==> src/rtl/mux_stream_nt1.sv <==
// mux_stream_nt1: N-to-1 streaming multiplexer with valid/ready on every
// channel, a single registered output stage and packet-granular locking.
// Channel choice is external (select on s) when mode = 0, or round-robin
// over the valid channels when mode = 1.
module mux_stream_nt1 #(
    parameter int width    = 32,
    parameter int chanNum  = 4,
    parameter int selWidth = 2,
    parameter int mode     = 0
) (
    input  logic                       clk,
    input  logic                       rst_n,
    input  logic [selWidth-1:0]        s,
    input  logic [chanNum-1:0]         in_valid,
    input  logic [chanNum*width-1:0]   in_data,
    input  logic [chanNum-1:0]         in_last,
    output logic [chanNum-1:0]         in_ready,
    output logic                       out_valid,
    output logic [width-1:0]           out_data,
    output logic                       out_last,
    output logic [selWidth-1:0]        out_sel,
    input  logic                       out_ready
);

    typedef enum logic [0:0] {
        ST_IDLE   = 1'b0,
        ST_LOCKED = 1'b1
    } state_e;

    state_e              state_q, state_d;
    logic [selWidth-1:0] lock_chan_q, lock_chan_d;
    logic [selWidth-1:0] ptr_q, ptr_d;
    logic                out_valid_q, out_valid_d;
    logic [width-1:0]    out_data_q, out_data_d;
    logic                out_last_q, out_last_d;
    logic [selWidth-1:0] out_sel_q, out_sel_d;

    logic                grant_vld_s;
    logic [selWidth-1:0] grant_idx_s;
    logic                rr_found_s;
    logic                rr_hit_s;
    int                  rr_idx_s;
    logic [chanNum-1:0]  valid_shift_s;
    logic                accept_s;
    logic                xfer_s;
    logic [chanNum*width-1:0] data_shift_s;
    logic [chanNum-1:0]  last_shift_s;
    logic [width-1:0]    grant_data_s;
    logic                grant_last_s;

    // Pick the granted channel: locked owner, external select, or round-robin search from ptr.
    always_comb begin
        grant_vld_s   = 1'b0;
        grant_idx_s   = '0;
        rr_found_s    = 1'b0;
        rr_hit_s      = 1'b0;
        rr_idx_s      = 0;
        valid_shift_s = '0;
        case (state_q)
            ST_LOCKED: begin
                grant_vld_s = 1'b1;
                grant_idx_s = lock_chan_q;
            end
            ST_IDLE: begin
                if (mode == 0) begin
                    // An out-of-range select simply grants nothing.
                    if (int'(s) < chanNum) begin
                        grant_vld_s = 1'b1;
                        grant_idx_s = s;
                    end else begin
                        grant_vld_s = 1'b0;
                        grant_idx_s = '0;
                    end
                end else begin
                    for (int k = 0; k < chanNum; k++) begin
                        // Explicit wrap so non-power-of-2 channel counts rotate correctly.
                        rr_idx_s      = int'(ptr_q) + k;
                        rr_idx_s      = (rr_idx_s >= chanNum) ? (rr_idx_s - chanNum) : rr_idx_s;
                        valid_shift_s = in_valid >> rr_idx_s;
                        rr_hit_s      = ~rr_found_s & valid_shift_s[0];
                        grant_idx_s   = rr_hit_s ? selWidth'(rr_idx_s) : grant_idx_s;
                        rr_found_s    = rr_found_s | rr_hit_s;
                    end
                    grant_vld_s = rr_found_s;
                end
            end
            default: begin
                grant_vld_s = 1'b0;
                grant_idx_s = '0;
            end
        endcase
    end

    // Drive the one-hot ready and extract the granted channel's beat.
    always_comb begin
        accept_s     = ~out_valid_q | out_ready;
        data_shift_s = in_data >> (int'(grant_idx_s) * width);
        last_shift_s = in_last >> grant_idx_s;
        grant_data_s = data_shift_s[width-1:0];
        grant_last_s = last_shift_s[0];
        if (rst_n && grant_vld_s && accept_s) begin
            in_ready = {{(chanNum-1){1'b0}}, 1'b1} << grant_idx_s;
        end else begin
            in_ready = '0;
        end
        xfer_s = |(in_valid & in_ready);
    end

    // Next-state for output register, lock FSM and round-robin pointer.
    always_comb begin
        out_valid_d = out_valid_q;
        out_data_d  = out_data_q;
        out_last_d  = out_last_q;
        out_sel_d   = out_sel_q;
        state_d     = state_q;
        lock_chan_d = lock_chan_q;
        ptr_d       = ptr_q;

        // A new beat overwrites the held one even while it drains, so there is no bubble.
        if (xfer_s) begin
            out_valid_d = 1'b1;
            out_data_d  = grant_data_s;
            out_last_d  = grant_last_s;
            out_sel_d   = grant_idx_s;
        end else if (out_ready) begin
            out_valid_d = 1'b0;
        end else begin
            out_valid_d = out_valid_q;
        end

        case (state_q)
            ST_IDLE: begin
                if (xfer_s && !grant_last_s) begin
                    state_d     = ST_LOCKED;
                    lock_chan_d = grant_idx_s;
                end else begin
                    state_d = ST_IDLE;
                end
            end
            ST_LOCKED: begin
                if (xfer_s && grant_last_s) begin
                    state_d = ST_IDLE;
                end else begin
                    state_d = ST_LOCKED;
                end
            end
            default: begin
                state_d = ST_IDLE;
            end
        endcase

        if ((mode == 1) && xfer_s && grant_last_s) begin
            ptr_d = (grant_idx_s == selWidth'(chanNum - 1)) ? '0 : (grant_idx_s + selWidth'(1'b1));
        end else begin
            ptr_d = ptr_q;
        end
    end

    // State registers with synchronous active-low reset.
    always_ff @(posedge clk) begin
        if (!rst_n) begin
            state_q     <= ST_IDLE;
            lock_chan_q <= '0;
            ptr_q       <= '0;
            out_valid_q <= 1'b0;
            out_data_q  <= '0;
            out_last_q  <= 1'b0;
            out_sel_q   <= '0;
        end else begin
            state_q     <= state_d;
            lock_chan_q <= lock_chan_d;
            ptr_q       <= ptr_d;
            out_valid_q <= out_valid_d;
            out_data_q  <= out_data_d;
            out_last_q  <= out_last_d;
            out_sel_q   <= out_sel_d;
        end
    end

    assign out_valid = out_valid_q;
    assign out_data  = out_data_q;
    assign out_last  = out_last_q;
    assign out_sel   = out_sel_q;

endmodule
==> config.mk <==
export PLATFORM = sky130hd
export DESIGN_NAME = mux_stream_nt1
export DESIGN_NICKNAME = d
export VERILOG_FILES = /design/src/rtl/mux_stream_nt1.sv
export SDC_FILE = /design/constraint.sdc
export NUM_CORES = 1
export LEC_CHECK = 0
export BUFFER_PORTS_ARGS = -buffer_cell sky130_fd_sc_hd__buf_2
export CAP_MARGIN = 20
export CELL_PAD_IN_SITES_DETAIL_PLACEMENT = 1
export CELL_PAD_IN_SITES_GLOBAL_PLACEMENT = 1
export CORE_UTILIZATION = 29
export DETAILED_ROUTE_END_ITERATION = 12
export PLACE_DENSITY = 0.85
export RECOVER_POWER = 50
export SLEW_MARGIN = 20
export SYNTH_ARGS = -nofsm -noshare
export SYNTH_HDL_FRONTEND = slang
export SYNTH_SLANG_ARGS = --single-unit
==> constraint.sdc <==
create_clock -name clk -period 2.9 [get_ports clk]
set_input_delay 0.435 -clock clk [delete_from_list [all_inputs] [get_ports clk]]
set_output_delay 0.435 -clock clk [all_outputs]
set_load 0.02 [all_outputs]
==> Word-level counts from Yosys, hierarchy flattened <==
Index checks and enable logic that the tools add are counted.
{ "totals": {"word_cells": 27, "ff_bits": 39, "output_inout_bits": 40} }
{ "op_classes": {"n_bitwise": 4, "reduce_logical": 7, "mux": 7, "shift": 3} }
{ "ops": {"columns": ["operator", "count"], "rows": [
  ["128-bit by 7-bit right shift with 32-bit output", 1],
  ["4-bit bitwise AND", 1],
  ["1-bit 2-to-1 mux", 4],
  ["4-bit 2-to-1 mux", 1],
  ["2-bit one-hot mux with 2 select lines", 1],
  ["4-bit OR reduction", 1],
  ["1-bit by 2-bit << shifter with 4-bit output, first input constant", 1],
  ["4-bit by 2-bit right shift with 1-bit output", 1],
  ["1-bit logical AND", 3],
  ["1-bit NOT", 2],
  ["1-bit one-hot mux with 2 select lines", 1],
  ["2-bit AND reduction", 1],
  ["2-bit nonzero test", 1],
  ["1-bit logical NOT", 1],
  ["1-bit bitwise OR", 1]
]} }

==> Longest topological paths before layout <==
Gate-level depths: netlist (run 1).
{ "logic_depth": {"ltp_word": 9, "ltp_mapped": 9} }

==> Worst setup path before layout (run 1) <==
Ideal clock, no wire load.
{ "synth_path": {"path_type": "reg-to-output", "from": "register state_q", "to": "output port in_ready[0]", "arrival_ps": 1703, "stages_incl_launch_ff": 6, "path_slack_ps": 762, "t_required_ps": 2465, "path_cell_list": "dfxtp_1 -> buf_6 -> mux2_2 -> clkbuf_1 -> clkbuf_1 -> nor3_1"} }
{ "synth_between": {"elab_chain_len": 4} }
{ "synth_lines": {"columns": ["item", "line_no", "text"], "rows": [
  ["start, declared", "30", "state_e state_q, state_d;"],
  ["start signal, assigned", "170", "state_q <= state_d;"],
  ["1-bit NOT (no source line)", null, null],
  ["2-bit one-hot mux with 2 select lines (*)", "59", "case (state_q)"],
  ["1-bit by 2-bit << shifter with 4-bit output (*)", "102", "in_ready = {{(chanNum-1){1'b0}}, 1'b1} << grant_idx_s;"],
  ["4-bit 2-to-1 mux (*)", "101", "if (rst_n && grant_vld_s && accept_s) begin"],
  ["end, declared", "17", "output logic [chanNum-1:0] in_ready,"]
]} }
Mark *: on every way between the ends. The rest lies on a longest branch, timed or not.

==> Worst setup path after layout (run 1) <==
Ends and elaborated chain as after synthesis.

==> flow_summary.json, run 1 <==
{
  "p_clk_share_pct": 23.3,
  "start_util_pct": 29.8,
  "hold_depth": 2,
  "synth-main-ff-cell": "sky130_fd_sc_hd__dfxtp_1",
  "vias_in_the_first_global_route": 3368,
  "num-nets-final": 711,
  "postSynth.asyncResetShare_pct": 0,
  "drt_pre_antenna_iters": 4,
  "p_int_uw": 999,
  "final-max-slew-violation-count": 0,
  "drtIter0Drc": 68,
  "maximum_fanout_count_along_the_critical_path": 24,
  "setup.reg_to_reg.worst_slack_ns": 0.46,
  "min_period_over_period_pct": 91.5,
  "vdd.ir_drop.worst_v": 0.000180,
  "portBuffers": 180,
  "hold-path-endpoint": "out_data[11]",
  "post_route_m1_wl_mm": 3.95,
  "htreeDepth": 2,
  "worstSetupEndpointType": "output pin",
  "fp.dieArea_um2": 9350,
  "layout.area.seq_um2": 781,
  "r2r-start": "state_q",
  "cts_inserted_buffers": 5,
  "floorplan.die.width_um": 96.7,
  "layout_commonest_cell": "sky130_fd_sc_hd__nand2_1",
  "swShare_pct": 36.4,
  "postSynthRegisterBits": 39,
  "max-cap-violations": 0,
  "path_class": "flip-flop to output pin",
  "grt_start_max_net_pins": 37,
  "maxClockFrequency_mhz": 377,
  "fin_util_pct": 41.5,
  "diodes": 0,
  "die_h_um": 96.7,
  "p_sw_uw": 572,
  "place_hpwl_mm": 7.60,
  "timing.final.hold_violations": 0,
  "critPathRequiredTime_ns": 2.47,
  "global_route.overflow_total": 0,
  "postRouteWirelength_mm": 9.56,
  "cts.sinks": 39,
  "clock_tree.root_cell": "sky130_fd_sc_hd__clkbuf_8",
  "wl_met3_um": 588,
  "fin_hold_ws_ns": 0.463,
  "wire_length_per_cell_after_detailed_routing_um": 14.1,
  "placement_rows": 34,
  "cts_setup_buffers": 0,
  "fin_tns_setup_ns": 0,
  "synth_area_per_cell_um2": 6.39,
  "mostFrequentLayoutCells": "sky130_fd_sc_hd__nand2_1, sky130_fd_sc_hd__buf_2, sky130_fd_sc_hd__nand3_1",
  "reg2reg_to": "out_data[15]",
  "met2_wirelength_mm": 4.99,
  "yosysSeqAreaShare_pct": 30.0,
  "pwr_density_cell_nw_per_um2": 434,
  "worst-endpoint-arrival_ns": 2.22,
  "setup_violations": 0,
  "synth_enable_flop_cells": 0,
  "grt_first_pass_wirelength_mm": 15.8,
  "comb_power_share_pct": 36.9,
  "status": "finished clean",
  "synthTopCellsByArea": "sky130_fd_sc_hd__dfxtp_1, sky130_fd_sc_hd__nand2_1, sky130_fd_sc_hd__nand3_1",
  "relative_slew_margins_pct": 54.4,
  "distinct_cell_type_count_after_synthesis": 27,
  "clock_skew_ns": 0.00367,
  "holdCritStartpoint": "out_data[11]",
  "clk_pin_slew_worst_paths_ns": 0.07,
  "fp.coreArea_um2": 8720,
  "clock_tree.buffer_depth": 2,
  "drc_errors": 0,
  "synthesis.instances": 407,
  "viasPerCell": 4.93,
  "num-fill-cells": 1235,
  "gp_congestion": 0.808,
  "vias_post_dr": 3340,
  "initial_antenna_violation_count": 0,
  "r2r.worst_path.cells": 6,
  "power_frac_seq_pct": 39.7,
  "mappedNetlistNets": 548,
  "highest-signal-layer": "met4",
  "critical-path-max-stage-delay_ns": 0.73,
  "cell_type_of_the_slowest_stage_on_the_worst_timing_path": "sky130_fd_sc_hd__dfxtp_1",
  "synth_warn": 0,
  "rsz0062_at_grt": "false",
  "synth_area_um2": 2600,
  "cts_hold_buf": 0,
  "syn2layout_area_growth_pct": 39.3,
  "critical_path.startpoint_type": "flip-flop",
  "clock_tree_from_tritoncts": "yes",
  "multi_input_gate_area_um2": 1670,
  "tightestPinTransition_ns": 0.670,
  "global_route.usage.total_pct": 20.3,
  "period_needed_ns": 2.65,
  "min-delay-path-class": "flip-flop to flip-flop",
  "clkLatencyLatePin_ns": 0.28,
  "post-synth-top-area-cell": "sky130_fd_sc_hd__dfxtp_1",
  "worstPathCellList": "mux2_2 > buf_4 > nor3_1 > buf_2",
  "post_route_cells_drive_above_1_share_pct": 29.6,
  "power_leakage_nw": 1.73,
  "boundaryPins": 181,
  "final_antenna_net_count": 0,
  "netlist.area_leader.share_pct": 30.0,
  "post_cts_resize_count": 0
}
## critical path, delay by kind of cell, from the launching register on
kind	cells	cell delay, ns
simple gates	1	0.22
mux	1	0.53
flops	1	0.73
buf+inv	2	0.45
## per-layer routing
metal / track usage (%) / vias up
met5: 0 / -
met4: 3.67 / 0
met3: 3.83 / 4
met2: 38.4 / 119
met1: 23.8 / 1534
li1: - / 1683
## power by group through the flow
stage	sequential, mW	clock [mW]	combinational [mW]
after floorplan	0.678	0	0.319
after global placement	0.632	0	0.582
after detailed placement	0.636	0	0.602
after CTS	0.623	0.385	0.604
after global routing	0.630	0.410	0.648
final	0.624	0.367	0.580
## synth_stat cells, types with 2 or more instances
cell	n
sky130_fd_sc_hd__dfxtp_1	39
sky130_fd_sc_hd__o211a_1	2
sky130_fd_sc_hd__mux2_2	2
sky130_fd_sc_hd__nand3b_1	2
sky130_fd_sc_hd__buf_4	3
sky130_fd_sc_hd__a22oi_1	2
sky130_fd_sc_hd__mux2i_1	4
sky130_fd_sc_hd__buf_6	4
sky130_fd_sc_hd__a21boi_1	8
sky130_fd_sc_hd__buf_2	2
sky130_fd_sc_hd__clkbuf_1	20
sky130_fd_sc_hd__nand2_1	169
sky130_fd_sc_hd__buf_1	5
sky130_fd_sc_hd__nand3_1	98
sky130_fd_sc_hd__nor3_1	5
sky130_fd_sc_hd__a21boi_0	28
sky130_fd_sc_hd__o31ai_1	3
sky130_fd_sc_hd__inv_1	2
## cell type report
cell class                 count  share of cell area (%)
clock buffer                   6                    2.28
clock inverter                 1                   0.138
inverter                       2                   0.207
multi-input combinational    332                    46.0
sequential                    39                    21.6
tap                          108                    3.73
timing repair buffer         190                    26.0
## kinds of logic after synthesis
family | Yosys count | synth area share [%]
and+or+nand+nor | 279 | 46.2
AOI/OAI and AO/OA | 45 | 13.1
DFF | 39 | 30.0
buffers and inverters | 36 | 6.88
muxes | 8 | 3.85
## worst max path at each step
stage                       start           end  depth (start not counted)
after floorplan           state_q   in_ready[0]                          5
after global placement    state_q  out_data[14]                          6
after detailed placement  state_q   out_data[8]                          6
after CTS                 state_q   in_ready[0]                          4
after global routing      state_q   in_ready[0]                          4
final                     state_q   in_ready[0]                          4
## registers in the layout, summed over array words and instances, names as in the netlist
signal / cells
lock_chan_q: 2
state_q: 1
out_last: 1
out_data: 32
out_valid: 1
out_sel: 2
## per-stage QoR
step                area [um^2]  cells  power, mW  setup slack [ns]
floorplan                  2600    407      0.997             0.762
global placement           3580    671       1.21             0.609
detailed placement         3580    671       1.24             0.440
CTS                        3670    678       1.61             0.234
global route               3620    678       1.69             0.123
finish                     3620    678       1.57             0.246
Note: power is estimated with default switching activity, not from simulation.
==> inputs of run 2 (changes only) <==
--- a/config.mk
+++ b/config.mk
@@ -11,7 +11,7 @@
 export CELL_PAD_IN_SITES_GLOBAL_PLACEMENT = 1
 export CORE_UTILIZATION = 29
 export DETAILED_ROUTE_END_ITERATION = 12
-export PLACE_DENSITY = 0.85
+export PLACE_DENSITY_LB_ADDON = 0.2
 export RECOVER_POWER = 50
 export SLEW_MARGIN = 20
 export SYNTH_ARGS = -nofsm -noshare
==> run 2 against run 1 <==
Compared with the run above: critical path type is now flip-flop to flip-flop; sequential share of layout area about the same; first-iteration DRC count is 10% lower; largest cell class unchanged; die area stayed put.
==> flow_summary.json, run 2 (synthesized netlist as in run 1, its figures left out) <==
{
  "floorplan.die.width_um": 96.7,
  "critical-path-max-stage-delay_ns": 0.74,
  "global_route.usage.total_pct": 20.2,
  "power_leakage_nw": 1.73,
  "drtIter0Drc": 61,
  "period_needed_ns": 2.60,
  "vias_in_the_first_global_route": 3429,
  "start_util_pct": 29.8,
  "gp_congestion": 0.773,
  "mostFrequentLayoutCells": "sky130_fd_sc_hd__nand2_1, sky130_fd_sc_hd__buf_2, sky130_fd_sc_hd__nand3_1",
  "rsz0062_at_grt": "false",
  "layout_commonest_cell": "sky130_fd_sc_hd__nand2_1",
  "setup_violations": 0,
  "portBuffers": 180,
  "tightestPinTransition_ns": 0.647,
  "cell_type_of_the_slowest_stage_on_the_worst_timing_path": "sky130_fd_sc_hd__dfxtp_1",
  "status": "finished clean",
  "clock_skew_ns": 0.00287,
  "die_h_um": 96.7,
  "worstSetupEndpointType": "flip-flop",
  "global_route.overflow_total": 0,
  "place_hpwl_mm": 7.51,
  "drt_pre_antenna_iters": 4,
  "total_power_mw": 1.54,
  "max-cap-violations": 0,
  "maxClockFrequency_mhz": 384,
  "path_class": "flip-flop to flip-flop",
  "final_antenna_net_count": 0,
  "final-max-slew-violation-count": 0,
  "placement_rows": 34,
  "syn2layout_area_growth_pct": 39.0,
  "fp.dieArea_um2": 9350,
  "cts_setup_buffers": 0,
  "timing.final.hold_violations": 0,
  "drc_errors": 0,
  "cts_hold_buf": 0,
  "wire_length_per_cell_after_detailed_routing_um": 14.0,
  "relative_slew_margins_pct": 56.8,
  "critical_path.startpoint_type": "flip-flop",
  "clock_tree.root_cell": "sky130_fd_sc_hd__clkbuf_8",
  "boundaryPins": 181,
  "fp.coreArea_um2": 8720,
  "vdd.ir_drop.worst_v": 0.000194,
  "htreeDepth": 2,
  "num-nets-final": 712,
  "post-place-cells": 672,
  "final_critical_path_setup_slack_ns": 0.297,
  "vias_post_dr": 3313,
  "post_cts_resize_count": 0,
  "largest_register_ff_count": 32,
  "cts_inserted_buffers": 5,
  "maximum_fanout_count_along_the_critical_path": 25,
  "grt_start_max_net_pins": 37,
  "viasPerCell": 4.89,
  "min_period_over_period_pct": 89.8,
  "clock_tree.buffer_depth": 2,
  "post_route_cells_drive_above_1_share_pct": 29.1,
  "cts.sinks": 39,
  "clkLatencyLatePin_ns": 0.28,
  "final-instance-count-excl-fill": 678,
  "initial_antenna_violation_count": 0,
  "fin_tns_setup_ns": 0,
  "place_worst_setup_slack_ns": 0.395,
  "clk_pin_slew_worst_paths_ns": 0.07,
  "worst-endpoint-arrival_ns": 2.81,
  "clock_tree_from_tritoncts": "yes",
  "grt_first_pass_wirelength_mm": 15.7,
  "diodes": 0,
  "critPathRequiredTime_ns": 3.10,
  "worstPathCellList": "mux2_1 > mux4_2 > nand3_1 > buf_12 > nand2_1 > a21boi_0",
  "num-fill-cells": 1272,
  "min-delay-path-class": "flip-flop to flip-flop",
  "postRouteWirelength_mm": 9.52,
  "pwr_density_cell_nw_per_um2": 427
}
[run 2: routing by layer]
layer  GRT usage [%]  vias up  share of wire (%)
met2            38.1      118                 51
li1                -     1685                  -
met5               0        -                  0
met1            22.7     1502                 42
met4            4.02        0               0.75
met3            4.99        8                6.7
[run 2: final cells by class]
| cell class | instances | area (um^2) | area share (%) |
|---|---|---|---|
| Sequential cell | 39 | 781 | 21.6 |
| Multi-Input combinational cell | 332 | 1670 | 46.1 |
| Timing Repair Buffer | 191 | 951 | 26.3 |
| Inverter | 2 | 7.51 | 0.208 |
| Clock buffer | 6 | 72.6 | 2.01 |
| Tap cell | 108 | 135 | 3.74 |
[run 2: per-stage QoR]
| stage | utilization [%] | hold slack [ns] | cell area (um^2) |
|---|---|---|---|
| final | 41.4 | 0.458 | 3610 |
| after global routing | 41.4 | 0.480 | 3610 |
| after CTS | 42.0 | 0.460 | 3660 |
| after detailed placement | 41.2 | 0.448 | 3590 |
| after global placement | 41.2 | 0.438 | 3590 |
| after floorplan | - | 0.493 | 2600 |
[run 2: power breakdown]
group          leakage (nW)  total [mW]  switching [mW]  internal (mW)
registers             0.319       0.622          0.0365          0.585
clock network        0.0371       0.338           0.177          0.160
logic                  1.37       0.583           0.353          0.230
total                  1.73        1.54           0.567          0.975
[run 2: critical path: cells and delay by family (launching register included)]
| kind | cells | cell delay [ns] |
|---|---|---|
| buffers and inverters | 1 | 0.23 |
| flip-flops | 1 | 0.74 |
| AND/OR/NAND/NOR | 2 | 0.42 |
| AO/OA/AOI/OAI | 1 | 0.18 |
| multiplexers | 2 | 0.94 |
[run 2: path summary, 6_finish.rpt]
kind           startpoint           end  slack [ns]  cells after the start
max               state_q   out_data[6]        0.30                      6
min          out_data[29]  out_data[29]        0.46                      2
max reg2reg       state_q   out_data[6]        0.30                      6
min reg2reg  out_data[29]  out_data[29]        0.46                      2
